`src/rtl/result_display_if.sv`:
```
// result_display_if: valid/ready handshake carrying a 5-bit sign-magnitude result
// res_valid: source has a result; res_data: {sign, mag[3:0]}; res_ready: sink can accept
// master = upstream adder stage, slave = result_display
interface result_display_if;
    logic       res_valid;
    logic [4:0] res_data;
    logic       res_ready;
    modport master (output res_valid, output res_data, input res_ready);
    modport slave (input res_valid, input res_data, output res_ready);
endinterface

```
`src/rtl/result_display.sv`:
```
// result_display: frame-synchronous two-digit active-low 7-segment display of a sign-magnitude result
// clk/rst_n: clock, synchronous active-low reset; res: result handshake (slave)
// seg_n {g,f,e,d,c,b,a} and an_n (bit1 sign, bit0 magnitude) active low; err: committed value illegal
module result_display #(
    parameter int REFRESH_CYCLES = 1000
) (
    input  logic                clk,
    input  logic                rst_n,
    result_display_if.slave     res,
    output logic [6:0]          seg_n,
    output logic [1:0]          an_n,
    output logic                err
);
    localparam int CW = $clog2(REFRESH_CYCLES);
    localparam logic [CW-1:0] LAST = CW'(REFRESH_CYCLES - 1);
    typedef enum logic [1:0] {BLANK, SIGN, MAG} state_t;
    state_t        state, state_d;
    logic [CW-1:0] cnt, cnt_d;
    logic          full, full_d, ready_q, accept, commit, bad, neg;
    logic [4:0]    pend, disp;
    logic [6:0]    seg_d;
    logic [1:0]    an_d;
    function automatic logic [6:0] glyph(input logic [2:0] m);
        case (m)
            3'd0:    glyph = 7'h40;
            3'd1:    glyph = 7'h79;
            3'd2:    glyph = 7'h24;
            3'd3:    glyph = 7'h30;
            3'd4:    glyph = 7'h19;
            3'd5:    glyph = 7'h12;
            3'd6:    glyph = 7'h02;
            default: glyph = 7'h7F;
        endcase
    endfunction
    assign res.res_ready = ready_q;
    assign accept = res.res_valid & ready_q;
    always_ff @(posedge clk) begin
        if (!rst_n) begin
            state   <= BLANK;
            cnt     <= '0;
            full    <= 1'b0;
            ready_q <= 1'b1;
            pend    <= '0;
            disp    <= '0;
            seg_n   <= 7'h7F;
            an_n    <= 2'b11;
            err     <= 1'b0;
        end else begin
            state   <= state_d;
            cnt     <= cnt_d;
            full    <= full_d;
            ready_q <= ~full_d;
            if (accept) pend <= res.res_data;
            if (commit) disp <= pend;
            seg_n   <= seg_d;
            an_n    <= an_d;
            err     <= bad;
        end
    end
    // Commits happen only when leaving BLANK or on the MAG->SIGN frame boundary.
    always_comb begin
        state_d = state;
        cnt_d   = cnt + 1'b1;
        commit  = 1'b0;
        case (state)
            BLANK: begin
                cnt_d = '0;
                if (full) begin
                    commit  = 1'b1;
                    state_d = SIGN;
                end
            end
            SIGN: if (cnt == LAST) begin
                state_d = MAG;
                cnt_d   = '0;
            end
            MAG: if (cnt == LAST) begin
                state_d = SIGN;
                cnt_d   = '0;
                commit  = full;
            end
            default: begin
                state_d = BLANK;
                cnt_d   = '0;
            end
        endcase
        full_d = accept ? 1'b1 : commit ? 1'b0 : full;
    end
    // Negative zero and errors both suppress the minus sign.
    always_comb begin
        bad   = disp[3:0] > 4'd6;
        neg   = disp[4] & ~bad & (disp[3:0] != 4'd0);
        seg_d = state == SIGN ? (neg ? 7'h3F : 7'h7F)
              : state == MAG  ? (bad ? 7'h06 : glyph(disp[2:0]))
              : 7'h7F;
        an_d  = state == SIGN ? 2'b01 : state == MAG ? 2'b10 : 2'b11;
    end
endmodule

```
`src/flat_wrapper.sv`:
```
// flat-port wrapper written by rule: the top's interface ports become plain ports
module result_display_flat 
#(
    parameter int REFRESH_CYCLES = 1000
)
  (clk, rst_n, seg_n, an_n, err, res_res_valid, res_res_data, res_res_ready);
  result_display_if res_i ();
  input  logic clk;
  input  logic rst_n;
  output logic [6:0] seg_n;
  output logic [1:0] an_n;
  output logic err;
  input wire logic [$bits(res_i.res_valid)-1:0] res_res_valid;
  input wire logic [$bits(res_i.res_data)-1:0] res_res_data;
  output wire logic [$bits(res_i.res_ready)-1:0] res_res_ready;
  assign res_i.res_valid = res_res_valid;
  assign res_i.res_data = res_res_data;
  assign res_res_ready = res_i.res_ready;
  result_display #(.REFRESH_CYCLES(REFRESH_CYCLES)) u_core (.clk(clk), .rst_n(rst_n), .res(res_i), .seg_n(seg_n), .an_n(an_n), .err(err));
endmodule
```
`config.mk`:
```
export PLATFORM = sky130hd
export DESIGN_NAME = result_display_flat
export DESIGN_NICKNAME = d
export VERILOG_FILES = /design/src/rtl/result_display_if.sv /design/src/rtl/result_display.sv /design/src/flat_wrapper.sv
export SDC_FILE = /design/constraint.sdc
export NUM_CORES = 1
export LEC_CHECK = 0
export BUFFER_PORTS_ARGS = -buffer_cell sky130_fd_sc_hd__buf_2
export CORE_ASPECT_RATIO = 0.6
export CORE_MARGIN = 4
export CORE_UTILIZATION = 53
export CTS_BUF_LIST = sky130_fd_sc_hd__clkbuf_8
export DETAILED_ROUTE_END_ITERATION = 6
export GPL_TIMING_DRIVEN = 0
export PLACE_DENSITY = 0.83
export SLEW_MARGIN = 5
export SYNTH_ARGS = -nofsm -noshare
export SYNTH_HDL_FRONTEND = slang
export SYNTH_SLANG_ARGS = --single-unit
```
`constraint.sdc`:
```
create_clock -name clk -period 1.4 [get_ports clk]
set_input_delay 0.28 -clock clk [delete_from_list [all_inputs] [get_ports clk]]
set_output_delay 0.28 -clock clk [all_outputs]
set_load 0.005 [all_outputs]
```
# Word-level counts from Yosys, hierarchy flattened
# Cells that the tools add are included.
# W data, S select, Z words.
# word_totals
ff_bits	34
out_inout_bits	11
inputBits	8
# classes
reduce_logical	7
n_mux	16
n_lt_le_gt_ge	1
n_eq_ne	12
n_addsub	1
bitwise_logic	7
# op_table
operator	n
$pmux W7 S7	1
$mux W7	4
$add A10 B1 Y10 const B	1
$eq A10 B10 Y1 const B	1
$eq A3 B3 Y1 const B	3
$mux W2	4
$eq A3 B2 Y1 const B	2
$ne A2 B1 Y1 const B	3
$pmux W2 S3	1
$mux W1	5
$gt A4 B3 Y1 const B	1
$not A1 Y1	4
$reduce_bool A4 Y1	1
$reduce_or A2 Y1	2
$and A1 B1 Y1	3
$eq A3 B1 Y1 const B	1
$logic_not A3 Y1	1
$reduce_and A3 Y1	1
$reduce_or A3 Y1	1
$eq A2 B1 Y1 const B	1
$eq A2 B2 Y1 const B	1
$logic_not A2 Y1	1
$pmux W1 S2	1

# Depth between registers and ports, before layout
# Gate-level depths: netlist (run 1).
# logic_depth
ltp_word	6
ltp_mapped	7

# Least setup slack after synthesis (run 1)
# OpenSTA, ideal clock, no wires.
# synth_path
path_kind	register -> register
start	reg u_core.cnt[0]
end	reg u_core.disp[2]
path_stages_with_launch	7
slack_ns	-0.021
n_path_buf	1
setup_ns	0.117
t_required_ns	1.283
arrival_time_ns	1.304
path_cell_list	dfxtp_1 -> ha_1 -> and3_1 -> buf_6 -> a41oi_4 -> o21a_1 -> a22o_1
# synth_via
elab_chain_cells	3
# synth_lines
item	line	text
start: declaration	result_display.sv:18	logic [CW-1:0] cnt, cnt_d;
start signal: assignment	result_display.sv:50	cnt <= cnt_d;
$eq A10 B10 Y1	result_display.sv:77	MAG: if (cnt == LAST) begin
$mux W1	result_display.sv:77	
$pmux W1 S2	result_display.sv:65	case (state)
end signal: assignment	result_display.sv:54	if (commit) disp <= pend;
end: declaration	result_display.sv:20	logic [4:0] pend, disp;
# Every way passes these cells.
# A chain may end at the register's enable or synchronous reset.

# Worst setup path after layout (run 1)
# Same ends and word-level chain as after synthesis.

==> reports/metrics.yaml, run 1 <==
worst_setup_path:
  critical_path.max_fanout: 6
  required_ns: 1.57
  critical_path_arrival_ns: 1.58
  worstSetupStartpointType: "flip-flop"
  end_kind: "flip-flop"
  crit_type: "reg -> reg"
logic_synthesis:
  synth.top_cells.by_area: "dfxtp_1 47%, nand2_1 5.6%, ha_1 4.5%, nand3_1 4.3%, a22o_1 3.7%"
  ys_types: 39
  muxShareOfSynthArea_pct: 0
  netlist_area_mm2: 0.001405
  synth_nets: 165
  synth_warnings: 0
  synthAdderAreaFrac_pct: 4.452
  async_flop_share_pct: 0
  synth_top_family_by_area: "simple AND/OR/NAND/NOR gates"
  synth-compound-area-share_pct: 15.94
  synth_xor_area_share_pct: 3.740
  synth_top_flop_cell: "dfxtp_1"
  ys_ff_latch: 33
  synth_top_area_share_pct: 47.02
  synth_edf_count: 0
  syn_inst: 152
  synthSimpleGateAreaFrac_pct: 24.84
  synth.largest_area_cell: "dfxtp_1"
  seq_area_frac_synth_pct: 47.02
  syn_avg_cell_area_um2: 9.244
detailed_routing:
  drt_iter0_markers: 101
  route.vias.total: 1185
  routedWlPerCell_um: 13.35
  route.detailed.drc: 0
  post_drt_via_cell_ratio: 5.590
  drt_pre_antenna_iters: 4
  postRouteAntennaNets: 0
  wl_um: 2830
grt:
  grt_pass1_wl_um: 4726
  grt_antenna_before_repair: 0
  grt_max_degree: 11
  grt-ovfl-total: 0
  grt_usage_pct: 18.17
  grt_pass1_vias: 1048
sta:
  fin_worst_skew_ns: 0.003013
  worst_slew_pin_slew_ns: 0.4250
  grt_setup_unrepaired: "true"
  fin_ws_ns: -0.005854
  maxSlewViolCount: 0
  period_share_pct: 100.4
  max_freq_mhz: 711.3
  slew_headroom_pct: 71.67
  final.setup.tns_ns: -0.01444
  setup-violations-final: 5
  min_period_ns: 1.406
  finalHoldViolations: 0
pwr:
  pwr-share-comb_pct: 18.8
  irDropWorstVdd_v: 0.0007808
  netSwitchingPower_uw: 581.9
  cellPowerDensity_mw_per_mm2: 1251
  leakage_uw: 0.0006228
  pwr-share-clk_pct: 32.2
  internal_power_uw: 1564
  switching_share_pct: 27.12
  seqPwrFrac_pct: 49.0
job:
  maxCapViolCount: 0
clock_network:
  cts_hold_buf: 0
  clock_insertion_delay_worst_skew_ns: 0.28
  path_clk_slew_ns: 0.06
  cts_sinks: 33
  cts-root-buf: "clkbuf_8"
  cts_tree: "yes"
  cts_inserted_buffers: 5
  clockBufferDepth: 2
  htreeDepth: 2
layout:
  drive_gt1_share_pct: 27.78
  fin_nets: 193
  n_antenna_cell: 0
  final_common_cell: "dfxtp_1"
  post-route-util_pct: 68.01
  layout_common_cells: "28 x dfxtp_1, 21 x nand2_1, 17 x buf_2"
  synthToLayoutAreaGrowth_pct: 22.08
status:
  outcome: "complete, but fails checks"
  violations: "setup timing"
floorplanning:
  row_count: 14
  core-area_mm2: 0.002522
  io_pins: 19
  die_area_mm2: 0.003566
  die_h_um: 47.89
  start_util_pct: 55.70
  chipWidth_um: 74.47
place:
  dp_hpwl_um: 1950
  gp_congestion: 0.8021
  io_buffers: 17
min_path:
  min_path_type: "in -> reg"
-- cell usage after synthesis, types with 2 or more instances --
| cell type | instances |
|---|---|
| ha_1 | 5 |
| a21boi_0 | 5 |
| nand3_1 | 12 |
| o31ai_1 | 2 |
| o21ai_0 | 2 |
| and3_1 | 4 |
| nor3_1 | 3 |
| nand2_1 | 21 |
| nor2_1 | 13 |
| a22o_1 | 6 |
| inv_1 | 4 |
| o21ai_1 | 4 |
| dfxtp_1 | 33 |
| xor2_1 | 3 |
| a21oi_1 | 2 |
| or3_1 | 2 |
| xnor2_1 | 3 |
| o21a_1 | 2 |
| a31oi_1 | 2 |
| clkbuf_1 | 5 |
-- path summary, 6_finish.rpt --
check | startpoint | end | slack, ns | cells after the start
setup / recovery | u_core.cnt[0] | u_core.disp[2] | -0.006 | 5
hold / removal | res_res_data[4] | u_core.pend[4] | 0.26 | 3
setup reg to reg | u_core.cnt[0] | u_core.disp[2] | -0.006 | 5
hold reg to reg | u_core.pend[2] | u_core.pend[2] | 0.47 | 2
-- flip-flops by register name (all words and copies together) (netlist names), 2 cells and up --
register and count:
u_core.cnt 10, u_core.seg_n 6, u_core.disp 5, u_core.pend 5
u_core.an_n 2, u_core.state 2
-- power groups by stage --
stage	Sequential [uW]	Clock (uW)	Combinational, uW
2_1_floorplan	1050	0	249
3_3_place_gp	1050	0	311
3_5_place_dp	1060	0	330
4_1_cts	1040	706	397
5_1_grt	1060	750	447
6_report	1050	691	403
-- stage by stage --
step / cells / hold WS (ns) / setup slack [ns] / area, um2 / power (uW)
floorplan: 152 / 0.4161 / 0.007935 / 1425 / 1298
global placement: 201 / 0.4248 / -0.09144 / 1550 / 1365
detailed placement: 201 / 0.4535 / -0.1594 / 1550 / 1387
CTS: 210 / 0.2557 / 0.002066 / 1684 / 2147
global route: 212 / 0.2590 / -0.06738 / 1715 / 2253
finish: 212 / 0.2596 / -0.005854 / 1715 / 2146
-- per-layer routing --
layer	share of wire, %	track usage (%)	vias to the layer above	wire length (um)
li1	-	-	581	-
met1	47	22.46	558	1317
met2	46	30.19	42	1289
met3	6.8	5.660	4	192
met4	1.1	7.447	0	30
met5	0	0	-	0
-- critical path: stages, from the launching register on --
cell	delay, ns
dfxtp_2	0.36
ha_4	0.15
and3_4	0.22
a41oi_4	0.12
o21a_1	0.26
a22o_1	0.19
-- logic make-up (layout without fill, tap and decap cells) --
family / Yosys count / after routing
and+or+nand+nor: 67 / 67
DFF: 33 / 33
AOI/OAI and AO/OA: 29 / 29
buffers and inverters: 12 / 40
xor gates and xnor gates: 6 / 6
adders and majority gates: 5 / 5
-- final cells by class --
class / count / area (um2)
Buffer: 6 / 26.28
Clock buffer: 6 / 82.58
Clock inverter: 1 / 3.754
Fill cell: 197 / 807.0
Inverter: 5 / 23.77
Multi-Input combinational cell: 107 / 744.5
Sequential cell: 33 / 671.9
Tap cell: 32 / 40.04
Timing Repair Buffer: 22 / 122.6
-- what timing repair did --
| item | in CTS | in global routing |
|---|---|---|
| setup endpoints to repair | 10 | 10 |
| gates resized for setup | 11 | 7 |
| setup buffers | 3 | 2 |
| pin swaps | 2 | 8 |
Power figures use the tool's default switching activity.
==> run 2, diff against run 1 <==
- ABC_AREA: not set -> 1
==> reports/metrics.yaml, run 2 <==
logic_synthesis:
  syn_inst: 179  # was 152
  synth_edf_count: 0  # unchanged
  ys_ff_latch: 33  # unchanged
  synth.top_cells.by_area: "dfxtp_1 46%, nand2_1 8.6%, a21oi_1 6.3%, nand3_1 5.6%, inv_1 5.5%"  # was dfxtp_1 47%, nand2_1 5.6%, ha_1 4.5%, nand3_1 4.3%, a22o_1 3.7%
  async_flop_share_pct: 0  # unchanged
  seq_area_frac_synth_pct: 46.11  # was 47.02%
  ys_types: 25  # was 39
  synth.largest_area_cell: "dfxtp_1"  # unchanged
  synth_warnings: 0  # unchanged
  syn_avg_cell_area_um2: 8.003  # was 9.244 um2
  netlist_area_mm2: 0.001433  # was 0.001405 mm2
  synth_nets: 192  # was 165
  synth_top_flop_cell: "dfxtp_1"  # unchanged
  yosys-top-cells-count: "33 x dfxtp_1, 33 x nand2_1, 21 x inv_1, 19 x nor2_1, 18 x a21oi_1"  # was 33 x dfxtp_1, 21 x nand2_1, 13 x nor2_1, 12 x nand3_1, 6 x a22o_1
  synth_top_area_share_pct: 46.11  # was 47.02%
clock_network:
  path_clk_slew_ns: 0.06  # about the same
  clockBufferDepth: 2  # unchanged
  htreeDepth: 2  # unchanged
  cts_sinks: 33  # unchanged
  cts_hold_buf: 0  # unchanged
  cts_setup_buffers: 0  # was 3
  cts_inserted_buffers: 5  # unchanged
  cts-root-buf: "clkbuf_8"  # unchanged
  cts_tree: "yes"  # unchanged
  clock_insertion_delay_worst_skew_ns: 0.28  # about the same
floorplanning:
  chipWidth_um: 75.12  # was 74.47 um
  start_util_pct: 56.40  # was 55.70%
  row_count: 14  # unchanged
  io_pins: 19  # unchanged
  die_h_um: 48.27  # was 47.89 um
  die_area_mm2: 0.003626  # was 0.003566 mm2
  core-area_mm2: 0.002540  # was 0.002522 mm2
layout:
  final_common_cell: "nand2_1"  # was dfxtp_1
  fillerInstances: 198  # was 197
  n_antenna_cell: 0  # unchanged
  drive_gt1_share_pct: 23.15  # was 27.78%
  synthToLayoutAreaGrowth_pct: 17.38  # was 22.08%
  layout_common_cells: "33 x nand2_1, 29 x dfxtp_1, 19 x inv_1, 19 x buf_2"  # was 28 x dfxtp_1, 21 x nand2_1, 17 x buf_2
  regMostFlops: "u_core.cnt"  # unchanged
  top_regs: "u_core.cnt: 10 flops, u_core.seg_n: 6 flops"  # unchanged
  largest_reg_flops: 10  # unchanged
  fin_nets: 217  # was 193
sta:
  min_period_ns: 1.321  # was 1.406 ns
  maxSlewViolCount: 0  # unchanged
  max_freq_mhz: 757.2  # was 711.3 MHz
  setup-violations-final: 0  # was 5
  period_share_pct: 94.33  # was 100.4%
  finalHoldViolations: 0  # unchanged
  hold_ws_ns: 0.2440  # was 0.2596 ns
  fin_ws_ns: 0.07940  # was -0.005854 ns
  slew_headroom_pct: 76.14  # was 71.67%
  fin_worst_skew_ns: 0.003164  # was 0.003013 ns
  final.setup.tns_ns: 0  # was -0.01444 ns
  worst_slew_pin_slew_ns: 0.3551  # was 0.4250 ns
worst_setup_path:
  worstSetupStartpointType: "flip-flop"  # unchanged
  r2r-start: "u_core.state[1]"  # was u_core.cnt[0]
  crit_slowest_cell: "dfxtp_2"  # unchanged
  required_ns: 1.57  # about the same
  cp_top_family: "flip-flops"  # was compound AO/OA/AOI/OAI gates
  critical_path.max_fanout: 4  # was 6
  crit_type: "reg -> reg"  # unchanged
  rr_worst_depth: 6  # was 5
  crit_chain: "inv_1, ha_1, nor2_2, inv_1, nor2_1, o31ai_1"  # was ha_4, and3_4, a41oi_4, o21a_1, a22o_1
  slowest_delay_ns: 0.38  # was 0.36 ns
  critical_path_arrival_ns: 1.49  # was 1.58 ns
  cpMostUsedCell: "inv_1"
  r2r_slack_ns: 0.08  # was -0.006 ns
  end_kind: "flip-flop"  # unchanged
  timing.critical_path.buf_inv: 2  # was 0
  r2r_end: "u_core.seg_n[2]"  # was u_core.disp[2]
status:
  outcome: "finished clean"  # was complete, but fails checks
min_path:
  min_delay_path_depth: 3  # unchanged
  min-delay-start: "res_res_data[1]"  # was res_res_data[4]
  min_path_type: "in -> reg"  # unchanged
  whs_endpoint: "u_core.pend[1]"  # was u_core.pend[4]
pwr:
  leakage_uw: 0.0006403  # was 0.0006228 uW
  internal_power_uw: 1734  # was 1564 uW
  irDropWorstVdd_v: 0.0006986  # was 0.0007808 V
  cellPowerDensity_mw_per_mm2: 1576  # was 1251 mW/mm2
  pwr-share-comb_pct: 32.0  # was 18.8%
  switching_share_pct: 34.58  # was 27.12%
  netSwitchingPower_uw: 916.5  # was 581.9 uW
  pwr-share-clk_pct: 24.2  # was 32.2%
  seqPwrFrac_pct: 43.8  # was 49.0%
grt:
  grt_antenna_before_repair: 0  # unchanged
  grt_pass1_vias: 1073  # was 1048
  grt-ovfl-total: 0  # unchanged
  grt_pass1_wl_um: 4712  # was 4726 um
  grt_max_degree: 11  # unchanged
  grt_usage_pct: 18.06  # was 18.17%
place:
  preCtsSetupSlack_ns: -0.009250  # was -0.1594 ns
  gp_congestion: 0.7520  # was 0.8021
  dp_hpwl_um: 2181  # was 1950 um
  io_buffers: 18  # was 17
detailed_routing:
  drt_iter0_markers: 82  # was 101
  route.detailed.drc: 0  # unchanged
  route.vias.total: 1236  # was 1185
  routedWlPerCell_um: 13.02  # was 13.35 um
  post_drt_via_cell_ratio: 5.260  # was 5.590
  postRouteAntennaNets: 0  # unchanged
  drt_pre_antenna_iters: 4  # unchanged
  wl_um: 3060  # was 2830 um
job:
  maxCapViolCount: 0  # unchanged
run 2: changes by cell type after synthesis, moves of 3 or more:
cell / change
a21oi_1: +16
nor2_1: +6
inv_1: +17
and3_1: -4
a22o_1: -6
xnor2_1: -3
nand4_1: +3
nand3_1: +4
a21boi_0: -5
nand2_1: +12
o21ai_0: +4
clkbuf_1: -5
run 2: power groups by stage:
stage          registers (uW)  clock network, uW  logic (uW)
2_1_floorplan            1140                  0         584
3_3_place_gp             1140                  0         725
3_5_place_dp             1150                  0         756
4_1_cts                  1130                647         766
5_1_grt                  1170                680         936
6_report                 1160                641         848
run 2: routing by layer:
metal / track usage (%) / up-vias / wire length (um)
li1: - / 631 / -
met1: 21.32 / 559 / 1405
met2: 30.10 / 41 / 1381
met3: 6.996 / 5 / 214
met4: 7.801 / 0 / 58
met5: 0 / - / 0
run 2: area by class of cell:
type | instances | area (um2) | share of cell area, %
plain buffers | 2 | 12.51 | 0.7440
clock buffers | 5 | 68.82 | 4.092
clock inverters | 1 | 5.005 | 0.2976
inverters | 23 | 86.33 | 5.134
multi-input cells | 121 | 713.2 | 42.41
flip-flops and latches | 33 | 665.6 | 39.58
well taps | 32 | 40.04 | 2.381
repair buffers | 18 | 90.09 | 5.357
run 2: timing repair:
item	CTS	global route
pin swaps	0	1
hold endpoints to repair	0	0
gates resized for setup	1	12
setup endpoints to repair	2	13
run 2: through the flow:
stage | instances | util [%] | power (uW) | area [um2]
6_report | 235 | 66.21 | 2650 | 1682
5_1_grt | 235 | 66.21 | 2790 | 1682
4_1_cts | 235 | 64.43 | 2546 | 1637
3_5_place_dp | 229 | 61.53 | 1909 | 1563
3_3_place_gp | 229 | 61.53 | 1868 | 1563
2_1_floorplan | 179 | - | 1724 | 1433
run 2: how the worst max path moves through the flow:
| stage | slack (ns) | start | endpoint | cells past startpoint |
|---|---|---|---|---|
| 3_5_place_dp | -0.009 | u_core.state[0] | u_core.res.res_ready | 8 |
| 2_1_floorplan | 0.12 | u_core.state[0] | u_core.res.res_ready | 8 |
| 5_1_grt | -0.003 | u_core.cnt[0] | u_core.disp[2] | 8 |
| 6_report | 0.08 | u_core.state[1] | u_core.seg_n[2] | 6 |
| 4_1_cts | 0.01 | u_core.cnt[0] | u_core.cnt[6] | 5 |
| 3_3_place_gp | 0.03 | u_core.state[0] | u_core.res.res_ready | 8 |
run 2: kinds of logic after synthesis:
| kind of cell | count (synthesis) | synth area share (%) |
|---|---|---|
| buffers and inverters | 25 | 6.900 |
| adders and majority gates | 5 | 4.367 |
| and+or+nand+nor | 83 | 29.26 |
| AOI/OAI and AO/OA | 31 | 12.14 |
| xor gates and xnor gates | 2 | 1.223 |
| DFF | 33 | 46.11 |
run 2: tightest hold or removal path: stages:
cell	delay, ns
buf_2	0.07
o21ai_0	0.07
nor2_1	0.07
